===== config.mk =====
export PLATFORM = sky130hd
export DESIGN_NAME = bp_fpga_host_nbf_tx_arbiter_flat
export DESIGN_NICKNAME = d
export VERILOG_FILES = /design/src/rtl/bp_fpga_host_nbf_tx_arbiter_if.sv /design/src/rtl/bp_fpga_host_nbf_tx_arbiter.sv /design/src/flat_wrapper.sv
export SDC_FILE = /design/constraint.sdc
export NUM_CORES = 1
export LEC_CHECK = 0
export CORE_MARGIN = 8
export CORE_UTILIZATION = 42
export DETAILED_ROUTE_END_ITERATION = 10
export GPL_TIMING_DRIVEN = 1
export PLACE_DENSITY = 0.87
export RECOVER_POWER = 25
export REMOVE_ABC_BUFFERS = 1
export SYNTH_ARGS = -nofsm -noshare
export SYNTH_HDL_FRONTEND = slang
export SYNTH_SLANG_ARGS = --single-unit

===== constraint.sdc =====
create_clock -name clk_i -period 2.7 [get_ports clk_i]
set_input_delay 0.27 -clock clk_i [delete_from_list [all_inputs] [get_ports clk_i]]
set_output_delay 0.27 -clock clk_i [all_outputs]
set_load 0.005 [all_outputs]

===== src/rtl/bp_fpga_host_nbf_tx_arbiter_if.sv =====
// Bus bundle between NBF packet requesters / UART transmitter and the TX arbiter.
// master: requesters and UART side; slave: the arbiter.
interface bp_fpga_host_nbf_tx_arbiter_if #(
  parameter int unsigned num_req_p          = 3,
  parameter int unsigned nbf_opcode_width_p = 8,
  parameter int unsigned nbf_addr_width_p   = 40,
  parameter int unsigned nbf_data_width_p   = 64
);

  localparam int unsigned nbf_width_lp = nbf_opcode_width_p + nbf_addr_width_p
                                         + nbf_data_width_p;
  localparam int unsigned id_width_lp  = $clog2(num_req_p);

  logic [num_req_p*nbf_width_lp-1:0] nbf_i;
  logic [num_req_p-1:0]              nbf_v_i;
  logic [num_req_p-1:0]              nbf_yumi_o;
  logic [7:0]                        tx_byte_o;
  logic                              tx_v_o;
  logic                              tx_ready_and_i;
  logic                              busy_o;
  logic [id_width_lp-1:0]            grant_id_o;

  modport master (
    output nbf_i,
    output nbf_v_i,
    output tx_ready_and_i,
    input  nbf_yumi_o,
    input  tx_byte_o,
    input  tx_v_o,
    input  busy_o,
    input  grant_id_o
  );

  modport slave (
    input  nbf_i,
    input  nbf_v_i,
    input  tx_ready_and_i,
    output nbf_yumi_o,
    output tx_byte_o,
    output tx_v_o,
    output busy_o,
    output grant_id_o
  );

endinterface


===== src/rtl/bp_fpga_host_nbf_tx_arbiter.sv =====
// Round-robin arbiter that grants whole NBF packets to one requester at a time and
// serializes the granted packet LSB byte first onto the host UART TX byte stream.
module bp_fpga_host_nbf_tx_arbiter #(
  parameter int unsigned num_req_p          = 3,
  parameter int unsigned nbf_opcode_width_p = 8,
  parameter int unsigned nbf_addr_width_p   = 40,
  parameter int unsigned nbf_data_width_p   = 64
) (
  input logic                          clk_i,
  input logic                          reset_i,
  bp_fpga_host_nbf_tx_arbiter_if.slave bus
);

  localparam int unsigned nbf_width_lp   = nbf_opcode_width_p + nbf_addr_width_p
                                           + nbf_data_width_p;
  localparam int unsigned nbf_bytes_lp   = nbf_width_lp / 8;
  localparam int unsigned id_width_lp    = $clog2(num_req_p);
  localparam int unsigned sum_width_lp   = id_width_lp + 1;
  localparam int unsigned count_width_lp = $clog2(nbf_bytes_lp);

  localparam logic [id_width_lp-1:0]    last_id_lp    = id_width_lp'(num_req_p - 1);
  localparam logic [count_width_lp-1:0] last_count_lp = count_width_lp'(nbf_bytes_lp - 1);

  typedef enum logic [0:0] {StIdle, StSend} state_e;

  state_e                    state_q;
  logic [nbf_width_lp-1:0]   shift_q;
  logic [count_width_lp-1:0] count_q;
  logic [id_width_lp-1:0]    ptr_q;
  logic [id_width_lp-1:0]    grant_q;

  logic                      found;
  logic [id_width_lp-1:0]    gnt;
  logic [sum_width_lp-1:0]   sum;
  logic [id_width_lp-1:0]    idx;
  logic [nbf_width_lp-1:0]   sel_pkt;
  logic [num_req_p-1:0]      yumi;

  // Rotating priority search: first valid requester at or above the pointer, wrapping.
  always_comb begin
    found = 1'b0;
    gnt   = '0;
    sum   = '0;
    idx   = '0;
    for (int unsigned i = 0; i < num_req_p; i++) begin
      sum = {1'b0, ptr_q} + sum_width_lp'(i);
      if (sum >= sum_width_lp'(num_req_p)) begin
        sum = sum - sum_width_lp'(num_req_p);
      end
      idx = sum[id_width_lp-1:0];
      if (!found && bus.nbf_v_i[idx]) begin
        found = 1'b1;
        gnt   = idx;
      end
    end
  end

  // Packet mux for the winning requester.
  always_comb begin
    sel_pkt = '0;
    for (int unsigned k = 0; k < num_req_p; k++) begin
      if (gnt == id_width_lp'(k)) begin
        sel_pkt = bus.nbf_i[k*nbf_width_lp +: nbf_width_lp];
      end
    end
  end

  // Consume the packet in the grant cycle; suppressed while reset is asserted.
  always_comb begin
    yumi = '0;
    if ((state_q == StIdle) && found && !reset_i) begin
      yumi[gnt] = 1'b1;
    end
  end

  // Packet FSM: latch the granted packet, then shift one byte out per accepted handshake.
  always_ff @(posedge clk_i) begin
    if (reset_i) begin
      state_q <= StIdle;
      shift_q <= '0;
      count_q <= '0;
      ptr_q   <= '0;
      grant_q <= '0;
    end else begin
      unique case (state_q)
        StIdle: begin
          if (found) begin
            shift_q <= sel_pkt;
            grant_q <= gnt;
            ptr_q   <= (gnt == last_id_lp) ? '0 : gnt + id_width_lp'(1);
            count_q <= '0;
            state_q <= StSend;
          end
        end
        StSend: begin
          if (bus.tx_ready_and_i) begin
            shift_q <= shift_q >> 8;
            if (count_q == last_count_lp) begin
              // Clear so the counter never reads as an out-of-range byte index.
              count_q <= '0;
              state_q <= StIdle;
            end else begin
              count_q <= count_q + count_width_lp'(1);
            end
          end
        end
        default: state_q <= StIdle;
      endcase
    end
  end

  assign bus.nbf_yumi_o = yumi;
  assign bus.tx_v_o     = (state_q == StSend);
  assign bus.tx_byte_o  = shift_q[7:0];
  assign bus.busy_o     = (state_q == StSend);
  assign bus.grant_id_o = grant_q;

  a_yumi_onehot: assert property (@(posedge clk_i) disable iff (reset_i)
    $onehot0(yumi));

  a_yumi_valid: assert property (@(posedge clk_i) disable iff (reset_i)
    (yumi & ~bus.nbf_v_i) == '0);

  a_count_range: assert property (@(posedge clk_i)
    {1'b0, count_q} < (count_width_lp + 1)'(nbf_bytes_lp));

  a_tx_hold: assert property (@(posedge clk_i) disable iff (reset_i)
    (bus.tx_v_o && !bus.tx_ready_and_i) |=> (bus.tx_v_o && $stable(bus.tx_byte_o)));

endmodule


===== src/flat_wrapper.sv =====
// flat-port wrapper written by rule: the top's interface ports become plain ports
module bp_fpga_host_nbf_tx_arbiter_flat 
#(
  parameter int unsigned num_req_p          = 3,
  parameter int unsigned nbf_opcode_width_p = 8,
  parameter int unsigned nbf_addr_width_p   = 40,
  parameter int unsigned nbf_data_width_p   = 64
)
  (clk_i, reset_i, bus_nbf_i, bus_nbf_v_i, bus_tx_ready_and_i, bus_nbf_yumi_o, bus_tx_byte_o, bus_tx_v_o, bus_busy_o, bus_grant_id_o);
  bp_fpga_host_nbf_tx_arbiter_if #(.num_req_p(num_req_p), .nbf_opcode_width_p(nbf_opcode_width_p), .nbf_addr_width_p(nbf_addr_width_p), .nbf_data_width_p(nbf_data_width_p)) bus_i ();
  input logic clk_i;
  input logic reset_i;
  input wire logic [$bits(bus_i.nbf_i)-1:0] bus_nbf_i;
  input wire logic [$bits(bus_i.nbf_v_i)-1:0] bus_nbf_v_i;
  input wire logic [$bits(bus_i.tx_ready_and_i)-1:0] bus_tx_ready_and_i;
  output wire logic [$bits(bus_i.nbf_yumi_o)-1:0] bus_nbf_yumi_o;
  output wire logic [$bits(bus_i.tx_byte_o)-1:0] bus_tx_byte_o;
  output wire logic [$bits(bus_i.tx_v_o)-1:0] bus_tx_v_o;
  output wire logic [$bits(bus_i.busy_o)-1:0] bus_busy_o;
  output wire logic [$bits(bus_i.grant_id_o)-1:0] bus_grant_id_o;
  assign bus_i.nbf_i = bus_nbf_i;
  assign bus_i.nbf_v_i = bus_nbf_v_i;
  assign bus_i.tx_ready_and_i = bus_tx_ready_and_i;
  assign bus_nbf_yumi_o = bus_i.nbf_yumi_o;
  assign bus_tx_byte_o = bus_i.tx_byte_o;
  assign bus_tx_v_o = bus_i.tx_v_o;
  assign bus_busy_o = bus_i.busy_o;
  assign bus_grant_id_o = bus_i.grant_id_o;
  bp_fpga_host_nbf_tx_arbiter #(.num_req_p(num_req_p), .nbf_opcode_width_p(nbf_opcode_width_p), .nbf_addr_width_p(nbf_addr_width_p), .nbf_data_width_p(nbf_data_width_p)) u_core (.clk_i(clk_i), .reset_i(reset_i), .bus(bus_i));
endmodule

==> results of run 1 <==
==> cell families after synthesis <==
group,Yosys count,share of synthesized area (%)
AOI/OAI and AO/OA,506,46.8
and+or+nand+nor,154,11.0
buffers and inverters,130,7.85
DFF,121,31.5
muxes,15,2.20
adders and majority gates,4,0.651
==> what timing repair did <==
item,CTS,global route
hold buffers,0,0
setup buffers,4,5
resized for setup,23,26
setup endpoints to repair,32,54
endpoints found under the hold margin,0,0
pin swaps,3,10
==> layout make-up <==
class	instances	area, sq um	share of cell area [%]
Clock inverter	6	135	1.08
Tap cell	229	287	2.28
Timing Repair Buffer	435	4320	34.4
Inverter	4	17.5	0.139
Sequential cell	121	2430	19.3
Multi-Input combinational cell	679	4860	38.7
Clock buffer	25	505	4.03
==> final timing paths <==
check / to / slack (ns) / depth (start not counted) / start
hold / removal: u_core.shift_q[103] / 0.34 / 4 / reset_i
setup reg to reg: u_core.shift_q[84] / 0.06 / 11 / u_core.ptr_q[0]
setup / recovery: bus_nbf_yumi_o[1] / -0.003 / 9 / u_core.ptr_q[0]
hold reg to reg: u_core.bus.grant_id_o[1] / 0.46 / 2 / u_core.bus.grant_id_o[1]
==> worst reg2reg max path, stage by stage (launching register included) <==
cell	delay, ns
dfxtp_4	0.37
inv_4	0.08
ha_4	0.17
mux2i_4	0.29
buf_4	0.16
o2111ai_1	0.17
a21oi_2	0.23
buf_4	0.16
o32ai_4	0.08
buf_6	0.21
a2111oi_1	0.48
a211oi_2	0.11
==> metal layers <==
layer / track usage [%] / vias to the layer above / routed length, um
li1: - / 4430 / -
met5: 0 / - / 0
met3: 8.07 / 86 / 4050
met1: 34.6 / 4620 / 13300
met4: 12.0 / 0 / 1170
met2: 51.4 / 623 / 17600
==> cell usage after synthesis (2+ instances only) <==
master / count
o221ai_1: 38
nand3_1: 2
buf_1: 4
a21oi_1: 41
a2111oi_0: 18
dfxtp_1: 121
o21ai_1: 4
o31a_1: 73
o22ai_1: 77
nor3_1: 9
a22oi_1: 40
o211ai_1: 3
ha_1: 4
inv_1: 3
o2bb2ai_1: 6
buf_6: 2
clkbuf_1: 79
nor2_2: 2
o21ai_2: 2
and4_1: 17
buf_4: 16
a311oi_1: 16
nand2b_1: 3
and3_1: 28
and2_1: 5
a211oi_1: 81
a32oi_1: 6
nand2_1: 27
buf_2: 24
o21ai_0: 90
nand3b_1: 4
nor2_1: 47
mux2i_1: 12
==> stage by stage <==
stage	hold WS, ns	instance area (sq um)	power (mW)
4_1_cts	0.326	12400	14.0
3_3_place_gp	0.444	11700	11.1
5_1_grt	0.360	12600	15.1
6_report	0.339	12600	14.4
2_1_floorplan	0.335	7100	7.46
3_5_place_dp	0.452	11700	11.3
==> registers in the layout, indices dropped and copies added, names as in the netlist <==
name	count
u_core.ptr_q	2
u_core.count_q	4
u_core.shift_q	112
u_core.bus.busy_o	1
u_core.bus.grant_id_o	2
==> power by group <==
| group | leakage [nW] | switching, mW | total, mW | internal (mW) |
|---|---|---|---|---|
| logic | 3.08 | 5.07 | 8.86 | 3.79 |
| clock network | 0.306 | 0.832 | 2.50 | 1.67 |
| registers | 1.00 | 0.505 | 3.02 | 2.52 |
| total | 4.39 | 6.41 | 14.4 | 7.98 |
==> flow_summary_export.csv, run 1 <==
group,metric,value,unit
yosys,ys_warn_count,0,
die,die_y,151,um
yosys,postSynthCellCount,930,
global_routing,grt_pass1_wl,53.8,mm
drt,wire_per_inst,24.1,um
yosys,synth_top_area_cell,"dfxtp_1",
timing,max_freq,0.370,GHz
setup_path,cp_slowest_stage_delay,0.50,ns
yosys,synth_top_area_share,31.5,%
setup_path,worstSetupPathType,"reg2out",
timing,fin_crit,2.70,ns
final_layout,diodes,0,
drt,routed_wl,36.2,mm
yosys,synth_seq_cells,121,
status,status,"complete, but fails checks",
global_routing,overflow,0,
timing,min_period_over_period,100,%
setup_path,endpoint_kind,"output pin",
yosys,synthArstFlopShare,0,%
die,initial_utilization,42.8,%
timing,slew_headroom,57.4,%
clock_tree,htree_levels,4,
clock_tree,cts_made_buffers,17,
drt,drt-initial-drc-count,804,
die,io_pins,357,
timing,setup_viol,1,
timing,tns,-0.00272,ns
yosys,syn_area_per_cell,8.27,sq um
final_layout,stdcell_count,1499,
yosys,synth_enable_flop_cells,0,
clock_tree,clock-root-buffer,"clkbuf_16",
place,dpl_worst_slack,-0.204,ns
timing,tightest_slew,0.638,ns
die,die_w,151,um
setup_path,crit_chain,"inv_4 > ha_4 > nand3b_1 > a21boi_4 > buf_4 > or4_4 > nand3_4 > nor2_1 > dlymetal6s2s_1",
hold_path,hold_path.class,"in2reg",
yosys,syn_area,0.00769,sq mm
place,dpl.cell_count,1459,
status,violations,"setup timing",
final_layout,drive_gt1_share,12.0,%
global_routing,antenna_found_initial,0,
yosys,synth.yosys.seq_area_share,31.5,%
final_layout,nFillCells,1414,
drt,drc,0,
place,dpl.hpwl,25.9,mm
final_layout,syn2layout_area_growth,63.2,%
setup_path,cp.arrival,2.43,ns
yosys,synth.distinct_cells,59,
drt,vias,9759,
die,core,0.0180,sq mm
drt,postRouteAntennaNets,0,
setup_path,crit_family,"simple AND/OR/NAND/NOR gates",
die,num_rows,49,
pwr,peakVddDrop,0.861,mV
clock_tree,clk_latency,0.41,ns
final_layout,fin_util,69.9,%
timing,slew_violations,0,
setup_path,crit_slowest_cell,"or4_4",
clock_tree,cts_tree,"built",
final_layout,nets,1604,
pwr,p_leak,4.39,nW
pwr,p_per_area,1150,mW/mm^2
final_layout,mostFrequentLayoutCell,"clkdlybuf4s50_1",
final_layout,mostFrequentLayoutCells,"clkdlybuf4s50_1 (342), dfxtp_1 (119), o21ai_0 (88)",
timing,finClkSkew,0.0109,ns
setup_path,cp-start-kind,"flop",
drt,via_per_inst,6.51,
clock_tree,cts_sinks,121,
setup_path,critPathBufInv,3,
setup_path,critPathMaxFanout,5,
clock_tree,clk_pin_slew,0.06,ns
die,die_area,0.0229,sq mm
global_routing,grt_start_max_net_pins,114,
global_routing,track_usage,29.9,%
yosys,synth_area_leaders,"dfxtp_1 (31%), o31a_1 (8.3%), a211oi_1 (7.9%), o22ai_1 (6.3%), o21ai_0 (5.9%)",
clock_tree,clockBufferDepth,2,
timing,setup_ws,-0.00272,ns
timing,rsz0062_at_grt,"yes",
setup_path,crit_required,2.43,ns
global_routing,grt_pass1_vias,9710,
place,numPortBuffers,356,
place,gp_congestion,0.871,
drt,firstDrtPassIters,5,
flow_run,drv_cap,0,
timing,hold_viol_final,0,
yosys,synth_ff_type,"dfxtp_1",
Power figures use the tool's default switching activity.
==> run 2, diff against run 1 <==
- PLACE_DENSITY: 0.87 -> 0.81
==> run 2 against run 1 <==
Effect of this change:
- the flow still finishes with violations (setup timing)
- first-iteration DRC count up 9.0%
- power increased by 7.8%
- worst hold slack worse by 0.26 ns
- count of clock-buffer cells in the layout is 6 lower
- maximum frequency is 1.7% lower
- non-clock buffer count rose by 5
- sequential power is essentially flat
- final cell count rose by 0.73%
- largest cell class unchanged
- register-to-register slack got worse by 0.08 ns
- global-route usage is 0.52 points higher
- flip-flop and latch count stayed put
==> flow_summary_export.csv, run 2 (same netlist as run 1, synthesis figures left out) <==
group,metric,value,unit
pwr,p_per_area,1200,mW/mm^2
final_layout,multi_input_area,0.00500,sq mm
clock_tree,clk_pin_slew,0.06,ns
timing,fin_crit,2.75,ns
setup_path,critPathBufInv,4,
clock_tree,clock-root-buffer,"clkbuf_16",
timing,slew_headroom,54.4,%
pwr,p_total,15.5,mW
setup_path,crit_required,2.43,ns
hold_path,hold_path.class,"in2reg",
place,gp_congestion,0.917,
final_layout,mostFrequentLayoutCell,"clkdlybuf4s50_1",
timing,tightest_slew,0.684,ns
final_layout,syn2layout_area_growth,68.0,%
setup_path,cp.arrival,2.48,ns
final_layout,nets,1609,
die,die_area,0.0229,sq mm
die,io_pins,357,
timing,max_freq,0.364,GHz
timing,setup_ws,-0.0493,ns
clock_tree,cts_tree,"built",
timing,slew_violations,0,
drt,via_per_inst,6.52,
flow_run,drv_cap,0,
drt,drc,0,
clock_tree,cts_made_buffers,17,
clock_tree,cts_sinks,121,
global_routing,track_usage,30.5,%
place,numPortBuffers,356,
status,status,"complete, but fails checks",
global_routing,grt_pass1_wl,54.2,mm
drt,wire_per_inst,24.9,um
timing,setup_viol,2,
final_layout,reg.largest.list,"u_core.shift_q x112, u_core.count_q x4",
setup_path,cp_slowest_stage_delay,0.38,ns
drt,postRouteAntennaNets,0,
die,core,0.0180,sq mm
drt,drt-initial-drc-count,876,
drt,firstDrtPassIters,6,
clock_tree,clk_latency,0.43,ns
die,initial_utilization,42.8,%
final_layout,largest_register,"u_core.shift_q",
die,die_y,151,um
global_routing,antenna_found_initial,1,
final_layout,stdcell_count,1510,
timing,min_period_over_period,102,%
pwr,p_leak,4.51,nW
final_layout,drive_gt1_share,14.1,%
setup_path,crit_family,"buffers and inverters",
status,violations,"setup timing",
timing,hold_slack,0.0761,ns
drt,vias,9845,
global_routing,overflow,0,
setup_path,r2r_setup_slack,-0.02,ns
setup_path,crit_slowest_cell,"nor4_4",
timing,hold_viol_final,0,
setup_path,endpoint_kind,"output pin",
setup_path,crit_chain,"buf_6 > ha_4 > mux2i_4 > o21ai_4 > buf_6 > nor4_4 > o32ai_4 > buf_4 > nor2_2 > buf_2",
die,die_w,151,um
setup_path,crit_path_frequent_cell,"buf_6",
global_routing,grt_start_max_net_pins,77,
global_routing,grt_pass1_vias,9791,
timing,finClkSkew,0.0105,ns
timing,rsz0062_at_grt,"yes",
place,dpl.cell_count,1452,
setup_path,cp-start-kind,"flop",
drt,routed_wl,37.6,mm
final_layout,mostFrequentLayoutCells,"clkdlybuf4s50_1 (342), dfxtp_1 (119), o21ai_0 (89)",
pwr,peakVddDrop,1.22,mV
final_layout,seqCellArea,0.00243,sq mm
clock_tree,htree_levels,4,
final_layout,largest_reg_flops,112,
setup_path,worstSetupPathType,"reg2out",
final_layout,stdcell_area,0.0129,sq mm
place,postPlaceCellArea,0.0117,sq mm
setup_path,critPathMaxFanout,5,
die,num_rows,49,
place,dpl.hpwl,25.5,mm
final_layout,nFillCells,1339,
clock_tree,clockBufferDepth,2,
==> run 2: cell types whose count changed in the layout (fill, tap and decap cells not counted), sizes merged, moves of 2 or more <==
cell    change
bufbuf      +2
buf         +4
clkinv      +4
inv         +2
clkbuf      -7
bufinv      +2
diode       +5
==> run 2: what timing repair did <==
item | CTS | global route
gates resized for setup | 30 | 52
hold buffers | 0 | 0
setup buffers | 10 | 11
cloned | 2 | 0
pin swaps | 9 | 16
setup endpoints to repair | 27 | 54
==> run 2: cell type report <==
class | instances | share of cell area, %
diodes | 5 | 0.0968
clock buffers | 19 | 3.50
clock inverters | 13 | 1.86
inverters | 4 | 0.155
multi-input cells | 679 | 38.6
flip-flops and latches | 121 | 18.8
well taps | 229 | 2.22
repair buffers | 440 | 34.7
==> run 2: path summary, 6_finish.rpt <==
check,from,depth (start not counted),to
max,u_core.ptr_q[0],10,bus_nbf_yumi_o[0]
min,reset_i,2,u_core.shift_q[95]
max reg2reg,u_core.ptr_q[0],11,u_core.shift_q[88]
min reg2reg,u_core.bus.grant_id_o[1],2,u_core.bus.grant_id_o[1]
==> run 2: worst register-to-register path, delay by kind of cell, from the launching register on <==
kind	cells	cell delay, ns
AOI/OAI and AO/OA	4	0.90
buffers and inverters	4	0.67
and+or+nand+nor	2	0.37
DFF	1	0.36
adders and majority gates	1	0.29
==> run 2: through the flow <==
step                setup TNS [ns]  util (%)  setup WS [ns]
finish                     -0.0701      72.0        -0.0493
global route                 -1.65      71.9         -0.120
floorplan                  -200.39         -          -2.03
CTS                         -0.284      70.2         -0.210
detailed placement           -1.39      65.0         -0.123
global placement            -0.155      65.0        -0.0760
==> run 2: per-layer routing <==
layer	wire, um	vias to the layer above	track usage [%]
met3	3670	118	7.23
met4	1710	0	14.7
met2	18200	650	51.3
met5	0	-	0
li1	-	4449	-
met1	14100	4628	35.7
==> run 2: power breakdown <==
group | switching [mW] | internal, mW | leakage, nW
logic | 5.43 | 4.38 | 3.18
clock network | 0.893 | 1.79 | 0.334
registers | 0.502 | 2.52 | 1.00
total | 6.82 | 8.68 | 4.51
==> run 3, diff against run 2 <==
- ABC_AREA: not set -> 1
- CORE_UTILIZATION: 42 -> 43
- PLACE_DENSITY: 0.81 -> 0.82
==> run 3 against run 2 <==
Effect of this change:
- via count down 0.79%
- clock power down 12%
- the flow now finishes without violations
- die area up 2.3%
- critical path type unchanged
- final cell count up 29%
- worst hold slack better by 0.35 ns
- largest cell class unchanged
==> flow_summary_export.csv, run 3 <==
group,metric,value,unit
final_layout,stdcell_area,0.0122,sq mm
hold_path,holdPathStages,5,
place,postPlaceCellArea,0.0116,sq mm
place,numPortBuffers,356,
timing,max_freq,0.404,GHz
yosys,yosysMostFrequentCell,"nand2_1",
die,io_pins,357,
drt,postRouteAntennaNets,0,
timing,finClkSkew,0.00542,ns
clock_tree,htree_levels,4,
final_layout,mostFrequentLayoutCell,"nand2_1",
timing,setup_viol,0,
final_layout,drive_gt1_share,4.04,%
timing,slew_headroom,47.1,%
timing,rsz0062_at_grt,"no",
die,initial_utilization,43.5,%
clock_tree,cts_sinks,121,
pwr,pwr-share-seq,23.5,%
timing,min_period_over_period,91.8,%
setup_path,crit_required,2.43,ns
setup_path,endpoint_kind,"output pin",
final_layout,fin_util,65.6,%
setup_path,worstSetupPathType,"reg2out",
setup_path,cp_slowest_stage_delay,0.35,ns
clock_tree,clockBufferDepth,2,
setup_path,crit_slowest_cell,"dfxtp_2",
timing,hold_viol_final,0,
yosys,synth_ff_type,"dfxtp_1",
setup_path,critPathMaxFanout,9,
yosys,ys_top_cells_by_count,"nand2_1 (412), nor2_1 (230), a21oi_1 (130)",
clock_tree,cts_tree,"built",
final_layout,largest_register,"u_core.shift_q",
setup_path,worst-path-stages,11,
timing,tightest_slew,0.794,ns
die,num_rows,50,
die,die_w,153,um
yosys,syn_area,0.00808,sq mm
flow_run,drv_cap,0,
drt,wire_per_inst,15.0,um
global_routing,overflow,0,
pwr,switching_share,45.0,%
setup_path,critPathBufInv,2,
drt,vias,9767,
yosys,synth_enable_flop_cells,0,
yosys,synth_top_area_cell,"dfxtp_1",
drt,routed_wl,29.1,mm
final_layout,multi_input_area,0.00459,sq mm
drt,drc,0,
final_layout,stdcell_count,1943,
pwr,power.share.clock,18.9,%
clock_tree,clk_pin_slew,0.05,ns
final_layout,nets,2041,
yosys,syn_area_per_cell,5.71,sq um
die,core,0.0186,sq mm
setup_path,cp.arrival,2.21,ns
setup_path,crit_path_frequent_cell,"nand2_1",
yosys,synthArstFlopShare,0,%
yosys,synth_seq_cells,121,
timing,slew_violations,0,
pwr,combPwrFrac,57.7,%
global_routing,grt_pass1_vias,9567,
drt,drt-initial-drc-count,612,
final_layout,seqCellArea,0.00242,sq mm
place,gp_congestion,0.896,
final_layout,mostFrequentLayoutCells,"nand2_1 (412), clkdlybuf4s50_1 (341), nor2_1 (228)",
pwr,p_leak,5.18,nW
die,die_y,153,um
status,status,"finished, final reports clean",
timing,tns,0,ns
setup_path,crit_chain,"inv_1 > ha_4 > nand2_1 > nand3_1 > nand2_1 > nand3_1 > nor2_2 > nor2_4 > nand2_1 > nor2_2 > dlygate4sd2_1",
yosys,ys_warn_count,0,
global_routing,grt_pass1_wl,46.3,mm
global_routing,antenna_found_initial,1,
place,dpl.hpwl,21.3,mm
pwr,switchingPower,5.62,mW
final_layout,nFillCells,1702,
yosys,synth_area_leaders,"dfxtp_1 (30%), nand2_1 (19%), nor2_1 (11%), a21oi_1 (8.1%), o21ai_0 (7.8%)",
drt,via_per_inst,5.03,
timing,fin_crit,2.48,ns
die,die_area,0.0234,sq mm
pwr,peakVddDrop,0.967,mV
drt,firstDrtPassIters,5,
hold_path,hold_path.class,"in2reg",
pwr,internal-power,6.88,mW
setup_path,crit_family,"simple AND/OR/NAND/NOR gates",
clock_tree,clk_latency,0.41,ns
setup_path,reg2reg_depth,11,
setup_path,cp-start-kind,"flop",
yosys,synth.distinct_cells,29,
global_routing,grt_start_max_net_pins,102,
place,dpl.cell_count,1910,
clock_tree,cts_made_buffers,17,
final_layout,reg.largest.list,"u_core.shift_q x112, u_core.count_q x4",
pwr,p_per_area,1020,mW/mm^2
final_layout,syn2layout_area_growth,51.0,%
yosys,synth_top_area_share,30.0,%
yosys,synth.yosys.seq_area_share,30.0,%
yosys,postSynthCellCount,1414,
final_layout,largest_reg_flops,112,
global_routing,track_usage,23.9,%
clock_tree,clock-root-buffer,"clkbuf_16",
-- run 3: changes by cell type after synthesis, moves of 40 or more --
cell / delta
a22oi_1: -40
a211oi_1: -80
nand3_1: +84
inv_1: +126
nor2_1: +183
nand2_1: +385
a21oi_1: +89
o31a_1: -73
-- run 3: per-layer routing --
metal | share of wire, % | global-route usage [%] | vias to the layer above
met1 | 41 | 26.6 | 4325
met2 | 48 | 41.6 | 359
met5 | 0 | 0 | -
met3 | 7.6 | 7.58 | 58
li1 | - | - | 5025
met4 | 2.8 | 9.57 | 0
-- run 3: cell families after synthesis --
family | Yosys count | synth area share, %
buffers and inverters | 246 | 13.5
adders and majority gates | 4 | 0.620
xor gates and xnor gates | 1 | 0.108
and+or+nand+nor | 741 | 36.3
DFF | 121 | 30.0
AOI/OAI and AO/OA | 301 | 19.5
-- run 3: layout make-up --
class,instances,area share (%)
Clock buffer,23,3.84
Sequential cell,121,19.9
Multi-Input combinational cell,1047,37.7
Inverter,136,4.23
Clock inverter,9,1.19
Timing Repair Buffer,372,30.8
Tap cell,234,2.40
Antenna cell,1,0.0205
-- run 3: final timing paths --
path / startpoint / endpoint / slack, ns
hold / removal: reset_i / u_core.ptr_q[0] / 0.43
setup reg to reg: u_core.ptr_q[0] / u_core.shift_q[60] / 0.26
hold reg to reg: u_core.shift_q[111] / u_core.shift_q[111] / 0.47
setup / recovery: u_core.ptr_q[0] / bus_nbf_yumi_o[0] / 0.22
-- run 3: stage by stage --
stage	hold slack, ns	setup WS [ns]	total power, mW
2_1_floorplan	0.339	-1.75	7.70
3_3_place_gp	0.451	0.235	10.0
3_5_place_dp	0.453	0.158	10.2
4_1_cts	0.422	0.189	12.6
5_1_grt	0.448	0.0413	13.6
6_report	0.427	0.222	12.5
-- run 3: power groups by stage --
stage / sequential, mW / clock, mW / combinational [mW]
finish: 2.93 / 2.36 / 7.20
global route: 3.01 / 2.47 / 8.17
CTS: 2.93 / 2.38 / 7.30
detailed placement: 2.95 / 0 / 7.25
global placement: 2.92 / 0 / 7.11
floorplan: 2.90 / 0 / 4.80
-- run 3: repair_timing --
| item | CTS | global route |
|---|---|---|
| endpoints found under the setup margin | 3 | 0 |
| hold buffers | 0 | 0 |
| resized for setup | 11 | 0 |
| setup buffers | 0 | 0 |
-- run 3: worst min-delay path: stages --
cell and delay, ns:
buf_2 0.09, inv_1 0.06, nand2_1 0.12, nor2_2 0.06
a31o_2 0.20
